===== src/rtl/clock_divider_bank.sv =====
// clock_divider_bank: multi-channel runtime-programmable clock divider.
// Each channel produces a registered divided clock and a period-start tick.
// New divisor/high-count values are staged in a shadow copy and only take
// effect at a period boundary (or right away when the channel is idle), so
// a reconfiguration never produces a runt pulse.
module clock_divider_bank #(
  parameter int unsigned CHANNELS        = 2,
  parameter int unsigned WIDTH           = 32,
  parameter int unsigned DEFAULT_DIVISOR = 2,
  parameter int unsigned CH_W            = (CHANNELS > 1) ? $clog2(CHANNELS) : 1
) (
  input  logic                i_SYS_CLOCK,
  input  logic                i_RESET,
  input  logic [CHANNELS-1:0] i_ENABLE,
  input  logic                i_LOAD_VALID,
  input  logic [CH_W-1:0]     i_LOAD_CHANNEL,
  input  logic [WIDTH-1:0]    i_LOAD_DIVISOR,
  input  logic [WIDTH-1:0]    i_LOAD_HIGH,
  output logic                o_LOAD_READY,
  output logic [CHANNELS-1:0] o_CLOCK,
  output logic [CHANNELS-1:0] o_TICK
);

  localparam logic [WIDTH-1:0] DefDiv  = WIDTH'(DEFAULT_DIVISOR);
  localparam logic [WIDTH-1:0] DefHigh = WIDTH'(DEFAULT_DIVISOR / 2);

  logic [WIDTH-1:0]    cnt_q    [CHANNELS];
  logic [WIDTH-1:0]    cnt_d    [CHANNELS];
  logic [WIDTH-1:0]    div_q    [CHANNELS];
  logic [WIDTH-1:0]    div_d    [CHANNELS];
  logic [WIDTH-1:0]    high_q   [CHANNELS];
  logic [WIDTH-1:0]    high_d   [CHANNELS];
  logic [WIDTH-1:0]    sh_div_q [CHANNELS];
  logic [WIDTH-1:0]    sh_div_d [CHANNELS];
  logic [WIDTH-1:0]    sh_high_q[CHANNELS];
  logic [WIDTH-1:0]    sh_high_d[CHANNELS];
  logic [CHANNELS-1:0] pend_q, pend_d;
  // run_q: channel was counting after the previous edge; a fresh start
  // registers cnt = 0 instead of advancing so the first cycle ticks.
  logic [CHANNELS-1:0] run_q, run_d;
  logic [CHANNELS-1:0] clk_q, clk_d;
  logic [CHANNELS-1:0] tick_q, tick_d;

  // Ready follows the pending flag of the addressed channel; unknown
  // channel indices stay ready and their loads fall on the floor.
  always_comb begin
    o_LOAD_READY = 1'b1;
    for (int c = 0; c < int'(CHANNELS); c++) begin
      if (i_LOAD_CHANNEL == CH_W'(c)) begin
        o_LOAD_READY = !pend_q[c];
      end
    end
  end

  // Per-channel next state: load accept, shadow apply, counting, outputs.
  always_comb begin
    logic             sel;
    logic             apply;
    logic             last;
    logic             stopped;
    logic [WIDTH-1:0] h_eff;
    sel     = 1'b0;
    apply   = 1'b0;
    last    = 1'b0;
    stopped = 1'b0;
    h_eff   = '0;
    pend_d  = pend_q;
    run_d   = '0;
    clk_d   = '0;
    tick_d  = '0;
    for (int c = 0; c < int'(CHANNELS); c++) begin
      cnt_d[c]     = cnt_q[c];
      div_d[c]     = div_q[c];
      high_d[c]    = high_q[c];
      sh_div_d[c]  = sh_div_q[c];
      sh_high_d[c] = sh_high_q[c];

      sel     = i_LOAD_VALID && (i_LOAD_CHANNEL == CH_W'(c)) && !pend_q[c];
      stopped = !i_ENABLE[c] || (div_q[c] == '0);
      last    = (cnt_q[c] == div_q[c] - WIDTH'(1));
      // Uses the pre-edge pending flag, so a load taken on a wrap edge
      // waits for the next boundary.
      apply   = pend_q[c] && (stopped || last);

      if (sel) begin
        sh_div_d[c]  = i_LOAD_DIVISOR;
        sh_high_d[c] = i_LOAD_HIGH;
        pend_d[c]    = 1'b1;
      end

      if (apply) begin
        div_d[c]  = sh_div_q[c];
        high_d[c] = sh_high_q[c];
        cnt_d[c]  = '0;
        pend_d[c] = 1'b0;
      end else if (stopped || !run_q[c] || last) begin
        cnt_d[c] = '0;
      end else begin
        cnt_d[c] = cnt_q[c] + WIDTH'(1);
      end

      run_d[c]  = i_ENABLE[c] && (div_d[c] != '0);
      h_eff     = (high_d[c] > div_d[c]) ? div_d[c] : high_d[c];
      tick_d[c] = run_d[c] && (cnt_d[c] == '0);
      clk_d[c]  = run_d[c] && (cnt_d[c] >= div_d[c] - h_eff);
    end
  end

  // State registers; reset restores defaults and drops any pending load.
  always_ff @(posedge i_SYS_CLOCK or posedge i_RESET) begin
    if (i_RESET) begin
      for (int c = 0; c < int'(CHANNELS); c++) begin
        cnt_q[c]     <= '0;
        div_q[c]     <= DefDiv;
        high_q[c]    <= DefHigh;
        sh_div_q[c]  <= DefDiv;
        sh_high_q[c] <= DefHigh;
      end
      pend_q <= '0;
      run_q  <= '0;
      clk_q  <= '0;
      tick_q <= '0;
    end else begin
      for (int c = 0; c < int'(CHANNELS); c++) begin
        cnt_q[c]     <= cnt_d[c];
        div_q[c]     <= div_d[c];
        high_q[c]    <= high_d[c];
        sh_div_q[c]  <= sh_div_d[c];
        sh_high_q[c] <= sh_high_d[c];
      end
      pend_q <= pend_d;
      run_q  <= run_d;
      clk_q  <= clk_d;
      tick_q <= tick_d;
    end
  end

  assign o_CLOCK = clk_q;
  assign o_TICK  = tick_q;

endmodule

===== config.mk =====
export PLATFORM = sky130hd
export DESIGN_NAME = clock_divider_bank
export DESIGN_NICKNAME = d
export VERILOG_FILES = /design/src/rtl/clock_divider_bank.sv
export SDC_FILE = /design/constraint.sdc
export NUM_CORES = 1
export LEC_CHECK = 0
export BUFFER_PORTS_ARGS = -buffer_cell sky130_fd_sc_hd__buf_2
export CAP_MARGIN = 20
export CORE_MARGIN = 3
export CORE_UTILIZATION = 28
export DETAILED_ROUTE_END_ITERATION = 10
export GPL_ROUTABILITY_DRIVEN = 0
export PLACE_DENSITY_LB_ADDON = 0.05
export SLEW_MARGIN = 20
export SYNTH_ARGS = -nofsm -noshare
export SYNTH_HDL_FRONTEND = slang
export SYNTH_SLANG_ARGS = --single-unit

===== constraint.sdc =====
create_clock -name i_SYS_CLOCK -period 15.24 [get_ports i_SYS_CLOCK]
set_input_delay 0.762 -clock i_SYS_CLOCK [delete_from_list [all_inputs] [get_ports i_SYS_CLOCK]]
set_output_delay 0.762 -clock i_SYS_CLOCK [all_outputs]
set_load 0.005 [all_outputs]

# [After elaboration in Yosys (flattened, before gate mapping)]
# Cells that the tools add are included.
[op_classes] addsub=6 magnitude_cmp=4 n_eq_ne=2 mux=15 n_bitwise=1 reduce_logical=34
[op_table] operator="$mux 32" n=10
[op_table] operator="$logic_not 32->1" n=4
[op_table] operator="$add 32x1->32 const B" n=2
[op_table] operator="$eq 32x32->1" n=2
[op_table] operator="$ge 32x32->1" n=2
[op_table] operator="$gt 32x32->1" n=2
[op_table] operator="$reduce_bool 32->1" n=2
[op_table] operator="$sub 32x1->32 const B" n=2
[op_table] operator="$sub 32x32->32" n=2
[op_table] operator="$logic_and 1x1->1" n=12
[op_table] operator="$logic_or 1x1->1" n=8
[op_table] operator="$logic_not 1->1" n=6
[op_table] operator="$mux 1" n=5
[op_table] operator="$reduce_bool 2->1" n=2
[op_table] operator="$not 1->1" n=1
[totals] reg_bits=328 inputBits=70 out_inout_bits=5

# [Longest topological paths before layout]
[logic_depth] word_depth=10 depth_mapped=49 depth_no_buf=45

# [Worst setup path after synthesis]
# No wires, ideal clock.
[synth_timing] path_type="flip-flop to flip-flop" startpoint="reg div_q[5] (netlist name)" endpoint="reg clk_q[1], in the netlist o_CLOCK[1]" setup_ps=137 t_arrival_ps=9707 slack_ps=5396 stages_incl_launch_ff=42 path_buffers=3 period_less_slack_ps=9844 cell_sequence="dfrtp_1 or4_1 buf_4 or4_4 mux2i_1 a2111oi_1 nand4_1 or4_4 o21a_4 nor2_8 buf_2 mux2_2 ha_1 nand4_1 nor2_1 nand3_1 or4_1 a31oi_1 [6 not listed] or4_1 o21ai_0 a21oi_1 o31ai_1 nand2b_1 a21o_1 xnor2_1 ha_1 a21o_1 a21o_1 a21o_1 a21o_1 a21o_1 a21oi_1 nor2b_1 a2111o_1 a221oi_1 nor3b_1"
[synth_rtl] item="start: declaration" line="29" rtl="logic [WIDTH-1:0] div_q [CHANNELS];"
[synth_rtl] item="start signal: indexed assignment" line="114" rtl="div_q[c] <= DefDiv;"
[synth_rtl] item="start signal: indexed assignment" line="126" rtl="div_q[c] <= div_d[c];"
[synth_rtl] item="end signal: assignment" line="133" rtl="clk_q <= clk_d;"
[synth_rtl] item="end: declaration" line="41" rtl="logic [CHANNELS-1:0] clk_q, clk_d;"

==> summary.txt <==
Yosys
  – EDFF count, synth: 0
  – Synthesized area per cell: 9.70 um^2
  – Dominant cells by area after synthesis: dfrtp_1 35%, ha_1 11%, mux2_2 9.4%, xor2_1 4.0%, xnor2_1 3.9%
  – Primary FF master, synth: dfrtp_1
  – #FFs+latches synth: ~330
  – Syn_nets: roughly 2.6k
  – Post-synth top area share: 35.3%
  – Largest area contributor in the netlist: dfrtp_1
  – Top-count cell post-synth: dfrtp_1
  – Yosys synthesis warning count: 0
  – Post-synthesis instance area: between 0.02 and 0.025 mm^2
  – Sequential area share after synthesis: 36.2%
  – FFs w/ async S/R, synth: 100%
  – Post-synth top cells: 320 x dfrtp_1, 194 x ha_1, 190 x mux2_2, 144 x o21ai_0, 142 x nor2_1
  – Synth cell types: 85
  – Post-synthesis instance total: 2340

Drt
  – DRC errors left: 0
  – DRT antenna net count: 0
  – Pre-antenna DRT Iters: 5
  – Via-to-Cell Ratio: ~5.1
  – Wirelength per Cell: between 20 and 25 um
  – Total number of vias: about 18k
  – Iteration-0 DRC Markers: 871
  – Routed WL: 74200 um

Run
  – Max Cap Viol: 0

GRT
  – Initial antenna violation count: 1
  – First-pass GRT wire length: roughly 120000 um
  – Vias in the first global route: 18.4k
  – Largest net degree at the start of global routing: 77
  – Grt ovf: 0
  – GRT Total Usage: around 17%

Setup path
  – Crit-path slowest cell: or4_1
  – CP endpoint kind: flop
  – Crit path DAT: approximately 13 ns
  – Worst setup path class: flop to flop
  – Critical path fanouts, max: 45
  – Delay-heaviest family, CP: simple AND/OR/NAND/NOR gates
  – Critical path buffers and inverters: 1
  – Startpoint types: flop
  – CP most frequent cell: o21ai_0
  – Critical path required time: around 16 ns
  – CP peak stage delay: just under 0.8 ns

Clock network
  – Clock Sinks: between 300 and 400
  – Resized cells post-CTS: 0
  – Clk slew on worst S/H paths: 0.06 ns
  – Hold Buf Count CTS: 0
  – Worst-Skew Late Latency: 0.57 ns
  – Number of buffers created by CTS: 43
  – Postcts setup bufs: 0
  – Root cell of the clock tree: clkbuf_16
  – Max Buffers Root-to-Sink: 3
  – CTS tree: yes
  – H-tree depth: 2

Finish
  – Area Overhead vs Synth: 12.6%
  – Share of layout cells above drive strength 1: between 15 and 20%
  – NumNets Final: roughly 2.6k
  – Post-route insts no fill: 3453
  – Number of diodes: 0

Timing
  – Final setup fails: 0
  – Period utilisation layout: 79.7%
  – RSZ-0062 raised after global routing: false
  – Max Slew Vio Count: 0
  – F_max: 82.4 MHz
  – Headroom to the max-slew limit: 34.3%
  – Final hold viol count: 0
  – Post-Route Setup TNS: 0 ns
  – Final setup skew: around 0.011 ns
  – Minimum clock period: approximately 12 ns
  – Worst slew pin tran: 0.970 ns

Hold path
  – Worst hold path class: input pin to async pin

Floorplan
  – Core Box Area: between 0.07 and 0.08 mm^2
  – Die X: about 290 um
  – Die height: 291 um
  – Num rows: around 100
  – DIE AREA: around 0.085 mm^2
  – Initial Util: 28.5%
  – Ports: 75

Power and ir drop
  – Leakage: ~11 nW
  – Pwr dens: roughly 240 mW/mm^2
  – Peak supply drop: between 90 and 100 uV

Outcome
  – Status: complete, no violations

Placement
  – Post-DP HPWL: slightly below 60000 um
  – Cell count after placement: ~3.4k
  – Port bufs: 74
==> area by class of cell <==
class	count	area, um^2
multi-input combinational	1804	13700
clock buffer	61	1290
timing repair buffer	94	520
sequential	328	8220
inverter	98	375
tap	1050	1310
fill	8291	54100
clock inverter	18	176
==> path summary, 6_finish.rpt <==
path,start,endpoint,slack (ns),depth (start not counted)
worst max-delay path,div_q[5]$_DFF_PP0_,o_CLOCK[1]$_DFF_PP0_,3.10,38
worst min-delay path,i_RESET,cnt_q[32]$_DFF_PP0_,0.28,2
worst max register to register,div_q[5]$_DFF_PP0_,o_CLOCK[1]$_DFF_PP0_,3.10,38
worst min register to register,sh_high_q[3]$_DFFE_PP0P_,sh_high_q[3]$_DFFE_PP0P_,0.50,1
max in group asynchronous,i_RESET,sh_high_q[18]$_DFFE_PP0P_,12.03,5
min in group i_SYS_CLOCK,i_LOAD_DIVISOR[27],sh_div_q[59]$_DFFE_PP0P_,0.45,2
==> through the flow <==
step | total power, mW | area, um^2 | util [%] | hold WS (ns) | setup WS, ns
5_1_grt | 6.81 | 25500 | 32.1 | 0.307 | 2.49
3_3_place_gp | 5.11 | 24100 | 30.2 | 0.485 | 3.22
4_1_cts | 6.24 | 25500 | 32.1 | 0.269 | 2.99
6_report | 6.18 | 25500 | 32.1 | 0.277 | 3.10
2_1_floorplan | 4.03 | 22700 | - | 0.474 | 5.40
3_5_place_dp | 5.13 | 24100 | 30.2 | 0.491 | 3.02
==> flip-flops by register name, summed over array words and instances, names as in the netlist <==
name / flops
cnt_q: 64
div_q: 64
high_q: 64
sh_div_q: 64
sh_high_q: 64
o_CLOCK: 2
o_TICK: 2
pend_q: 2
run_q: 2
==> where the power goes <==
group	total, mW	internal (mW)	leakage [nW]	switching [mW]
combinational	3.78	1.57	6.43	2.21
clock	1.06	0.638	0.723	0.424
sequential	1.33	1.10	4.03	0.237
total	6.18	3.31	11.2	2.87
==> layer usage <==
layer | track usage (%) | vias up | wire (um)
met5 | 0 | - | 0
met4 | 4.32 | 0 | 1750
met3 | 1.93 | 82 | 2060
met2 | 29.1 | 267 | 34600
met1 | 24.2 | 8583 | 35800
li1 | - | 8603 | -
==> kinds of logic after synthesis <==
family / Yosys count / share of synthesized area, %
compound gates: 444 / 12.5
mux: 237 / 11.5
buf+inv: 208 / 3.77
xor+xnor: 206 / 7.95
fa+ha+maj: 196 / 10.9
flops: 328 / 36.2
simple gates: 721 / 17.2
==> worst reg2reg max path: cells and delay by family, from the launching register on <==
family | cells | cell delay [ns]
XOR/XNOR | 1 | 0.18
AO/OA/AOI/OAI | 16 | 4.35
AND/OR/NAND/NOR | 15 | 4.89
adder cells (fa/ha/maj) | 3 | 1.00
buffers and inverters | 1 | 0.50
multiplexers | 2 | 0.60
flip-flops | 1 | 0.46
==> placed cells by master, fill, tap and decap left out, types with 13 or more instances in the layout <==
master,count
nor3_1,43
o21ai_0,144
ha_1,194
buf_4,20
a31oi_1,20
mux2i_1,47
a2111oi_0,13
o31ai_1,15
mux2_2,190
nor4_1,41
inv_1,97
nor2_1,142
or3_1,20
a211oi_1,13
nand3_1,108
a21o_1,59
and3_1,33
nand2b_1,28
xnor2_1,102
xor2_1,104
dfrtp_1,320
nor2b_1,21
a21oi_1,82
buf_2,74
nand2_1,110
nand4_1,57
and2_1,36
o21a_1,16
clkbuf_16,45
or4_1,16
Note: power is estimated with default switching activity, not from simulation.
